`src/rtl/usb_line_state_detector.sv`:
```
// USB line-state front end: synchronises D+/D-, debounces it, and tracks attach speed
// plus resume K signalling while the port is suspended.
//
// state        | meaning
// DISCONNECTED | no device; waiting for stable J to learn speed
// LOW_SPEED    | device attached with J = 01
// FULL_SPEED   | device attached with J = 10
module usb_line_state_detector #(
  parameter int CONNECT_DEBOUNCE    = 120,
  parameter int DISCONNECT_DEBOUNCE = 120,
  parameter int RESUME_DEBOUNCE     = 48,
  parameter int CNT_W               = 16
) (
  input  logic       clk,
  input  logic       rst,
  input  logic [1:0] lineStateIn,
  input  logic       suspendIn,
  output logic [1:0] connectStateOut,
  output logic       resumeDetectedOut,
  output logic [1:0] lineStateOut
);

  localparam logic [CNT_W-1:0] CONNECT_TC    = CNT_W'(CONNECT_DEBOUNCE - 1);
  localparam logic [CNT_W-1:0] DISCONNECT_TC = CNT_W'(DISCONNECT_DEBOUNCE - 1);
  localparam logic [CNT_W-1:0] RESUME_TC     = CNT_W'(RESUME_DEBOUNCE - 1);
  localparam logic [CNT_W-1:0] CNT_MAX       = '1;

  typedef enum logic [1:0] {
    DISCONNECTED = 2'b00,
    LOW_SPEED    = 2'b01,
    FULL_SPEED   = 2'b10
  } state_t;

  state_t           state;
  logic [1:0]       sync1;
  logic [1:0]       sync2;
  logic [CNT_W-1:0] stable_cnt;
  logic [1:0]       k_state;
  logic             connect_hit;
  logic             disconnect_hit;
  logic             resume_hit;

  assign lineStateOut = sync2;

  // The counter looks one flop ahead (sync1 vs sync2) so that it already reads 0
  // on the first cycle a new value sits in sync2; SE1 pins it at 0.
  always_ff @(posedge clk) begin
    if (rst) begin
      sync1      <= 2'b00;
      sync2      <= 2'b00;
      stable_cnt <= '0;
    end else begin
      sync1 <= lineStateIn;
      sync2 <= sync1;
      if ((sync1 != sync2) || (sync1 == 2'b11)) begin
        stable_cnt <= '0;
      end else if (stable_cnt != CNT_MAX) begin
        stable_cnt <= stable_cnt + CNT_W'(1);
      end
    end
  end

  // SE1 never matches any of the required line values, so no extra gating is needed.
  assign k_state        = (state == FULL_SPEED) ? 2'b01 : 2'b10;
  assign connect_hit    = (stable_cnt == CONNECT_TC);
  assign disconnect_hit = (stable_cnt == DISCONNECT_TC) && (sync2 == 2'b00);
  assign resume_hit     = (stable_cnt == RESUME_TC) && (sync2 == k_state);

  always_ff @(posedge clk) begin
    if (rst) begin
      state             <= DISCONNECTED;
      connectStateOut   <= 2'b00;
      resumeDetectedOut <= 1'b0;
    end else begin
      case (state)
        DISCONNECTED: begin
          resumeDetectedOut <= 1'b0;
          if (connect_hit && (sync2 == 2'b10)) begin
            state           <= FULL_SPEED;
            connectStateOut <= 2'b10;
          end else if (connect_hit && (sync2 == 2'b01)) begin
            state           <= LOW_SPEED;
            connectStateOut <= 2'b01;
          end
        end
        FULL_SPEED, LOW_SPEED: begin
          if (disconnect_hit) begin
            state             <= DISCONNECTED;
            connectStateOut   <= 2'b00;
            resumeDetectedOut <= 1'b0;
          end else if (!suspendIn) begin
            resumeDetectedOut <= 1'b0;
          end else if (resume_hit) begin
            resumeDetectedOut <= 1'b1;
          end
        end
        default: begin
          state             <= DISCONNECTED;
          connectStateOut   <= 2'b00;
          resumeDetectedOut <= 1'b0;
        end
      endcase
    end
  end

endmodule
```
`config.mk`:
```
export PLATFORM = sky130hd
export DESIGN_NAME = usb_line_state_detector
export DESIGN_NICKNAME = d
export VERILOG_FILES = /design/src/rtl/usb_line_state_detector.sv
export SDC_FILE = /design/constraint.sdc
export NUM_CORES = 1
export LEC_CHECK = 0
export CAP_MARGIN = 15
export CORE_AREA = 2 2 49 51
export CTS_CLUSTER_DIAMETER = 50
export CTS_CLUSTER_SIZE = 10
export DETAILED_ROUTE_END_ITERATION = 10
export DIE_AREA = 0 0 51 53
export DONT_BUFFER_PORTS = 1
export PLACE_DENSITY = 0.74
export SLEW_MARGIN = 20
export SYNTH_ARGS = -nofsm -noshare
export SYNTH_HDL_FRONTEND = slang
export SYNTH_SLANG_ARGS = --single-unit
```
`constraint.sdc`:
```
create_clock -name clk -period 2.2 [get_ports clk]
set_input_delay 0 -clock clk [delete_from_list [all_inputs] [get_ports clk]]
set_output_delay 0 -clock clk [all_outputs]
set_load 0.01 [all_outputs]
```
==> flow_metrics.py <==
metrics = {
    "run_status": {
        "status": "finished clean",
    },
    "die": {
        "dieWidth_um": 51,
        "start_util_pct": 59.1,
        "boundaryPins": 10,
        "core_area_um2": 2150,
        "die_h_um": 53,
        "dieArea_um2": 2700,
        "rows": 17,
    },
    "setup_path": {
        "end_kind": "flop",
        "reg2reg_from": "stable_cnt[0]$_SDFFE_PP0P_",
        "cp.arrival_ps": 2100,
        "cp-start-kind": "flop",
        "cp_max_fo": 11,
        "r2r_cells": 6,
        "crit_type": "reg2reg",
        "startpoint": "stable_cnt[0]$_SDFFE_PP0P_",
        "worstPathRequired_ps": 2390,
    },
    "logic_synthesis": {
        "postSynth.asyncResetShare_pct": 0,
        "syn_area_per_cell_um2": 9.47,
        "ys.flop_type": "dfxtp_1",
        "yosysWarnings": 0,
        "synth_common_cells": "23 x dfxtp_1, 10 x nor2_1, 6 x nor4_1",
        "synth.top_cell.area_share_pct": 36.3,
        "synth_most_common_cell": "dfxtp_1",
        "synth_nets": 142,
        "yosysSeqAreaShare_pct": 36.3,
        "synth_cell_types": 42,
        "synth-seq-cells": 23,
        "netlist_area_um2": 1270,
        "synthTopCellsByArea": "dfxtp_1 36%, nor4_4 5.0%, ha_1 3.0%, nand4_2 3.0%, nor2_1 3.0%",
        "synth_top_area_cell": "dfxtp_1",
        "syn_inst": 134,
        "synth-edff-count": 0,
    },
    "clocking": {
        "clk_path_buf_depth": 2,
        "postCtsHoldBufs": 4,
        "clock_sinks": 23,
        "clock_latency_ps": 310,
        "cts_buffers": 3,
        "h-tree-depth": 1,
        "clk_pin_slew_ps": 120,
        "cts-root-buf": "clkbuf_4",
        "cts_tree": "yes",
        "cts_resized": 0,
        "cts_setup_buffers": 0,
    },
    "global_routing": {
        "grt_start_max_net_pins": 15,
        "antenna_found_initial": 0,
        "gr-total-overflow": 0,
        "grt_pass1_wl_um": 4080,
        "grt_pass1_vias": 918,
        "grt_usage_pct": 20.2,
    },
    "route": {
        "drt_iter0_drc": 9,
        "vias_per_cell": 6.09,
        "wl_um": 2360,
        "drc": 0,
        "antenna_left": 0,
        "vias": 1017,
        "wl_per_cell_um": 14.1,
        "drt_first_pass_iters": 3,
    },
    "timing": {
        "tightestPinTransition_ps": 556,
        "rsz0062_at_grt": "false",
        "finalSetupViolCount": 0,
        "finalMaxSlewViolations": 0,
        "relSlewSlack_pct": 63.0,
        "tns_ps": 0,
        "finalHoldViolCount": 0,
        "fin_crit_ps": 1910,
        "fmax_mhz": 525,
        "clock_skew_ps": 5.81,
        "timing.final.crit_share_pct": 86.6,
    },
    "power_and_ir_drop": {
        "p_total_uw": 666,
        "p_per_area_nw_per_um2": 490,
        "power.leakage_nw": 0.477,
        "ir_drop_v": 0.000396,
    },
    "placement": {
        "placed_cell_area_um2": 1290,
        "gp_congestion": 0.755,
        "port_buffers": 0,
        "dp_hpwl_um": 1720,
    },
    "finish": {
        "antenna_cells": 0,
        "fin_area_um2": 1360,
        "drive_above_1_share_pct": 13.7,
        "utilization_pct": 63.2,
        "area_delta_synth_final_pct": 7.10,
        "nNetsFinal": 148,
    },
    "hold_path": {
        "min_from": "rst",
        "hp-class": "in2reg",
        "holdPathStages": 2,
    },
    "run": {
        "drv_cap": 0,
    },
}
==> where the power goes <==
group | leakage, nW | internal [mW] | switching, mW | total (mW)
logic | 0.276 | 0.0211 | 0.0185 | 0.0396
registers | 0.186 | 0.422 | 0.00943 | 0.432
clock network | 0.0150 | 0.0708 | 0.123 | 0.194
==> registers in the layout, indices dropped and copies added, names as in the netlist <==
signal	count
state	2
resumeDetectedOut	1
lineStateOut	2
stable_cnt	16
sync1	2
==> worst max-delay path: stages (launching register included) <==
cell and delay, ps:
dfxtp_1 420, ha_1 250, nand3_1 350, nor4_4 330, buf_4 210, mux2i_1 180, nor2_1 50
==> placed cells by master (no fill, tap or decap), drive strengths merged, types with 4 or more instances in the layout <==
master / count
nor2b: 4
nor2: 10
or4: 4
dfxtp: 23
dlygate4sd3: 4
o31ai: 5
a21oi: 5
clkbuf: 4
nand2: 4
xor2: 4
nand4: 7
nor3: 7
nand2b: 4
nor4: 10
inv: 5
==> routing by layer <==
layer / share of wire (%) / global-route usage, % / vias to the layer above
met2: 48 / 32.7 / 8
met1: 49 / 25.6 / 486
li1: - / - / 519
met4: 2.0 / 10.8 / 0
met3: 1.7 / 3.67 / 4
met5: 0 / 0 / -
==> cells by family after synthesis <==
| logic type | count (synthesis) | synth area share, % |
|---|---|---|
| multiplexers | 3 | 2.37 |
| adder cells (fa/ha/maj) | 3 | 2.96 |
| AO/OA/AOI/OAI | 23 | 13.2 |
| XOR/XNOR | 4 | 2.76 |
| AND/OR/NAND/NOR | 67 | 38.3 |
| buffers and inverters | 11 | 4.14 |
| flip-flops | 23 | 36.3 |
==> cell type report <==
cell class,instances,area (µm²)
fillers,185,790
repair buffers,7,62.6
inverters,5,18.8
well taps,28,35.0
multi-input cells,100,756
flip-flops and latches,23,460
clock buffers,4,26.3
==> metrics by stage <==
step	instances	setup slack (ps)	hold WS, ps
after global placement	159	391	73.3
final	167	295	238
after CTS	167	303	251
after floorplan	134	559	128
after global routing	167	84.2	301
after detailed placement	159	317	75.6
==> worst paths after layout <==
path                                 to  slack [ps]
max          stable_cnt[1]$_SDFFE_PP0P_         290
min          stable_cnt[7]$_SDFFE_PP0P_         240
max reg2reg  stable_cnt[1]$_SDFFE_PP0P_         290
min reg2reg  lineStateOut[1]$_SDFF_PP0_         500
No activity file was read; power rests on OpenSTA's default activity.
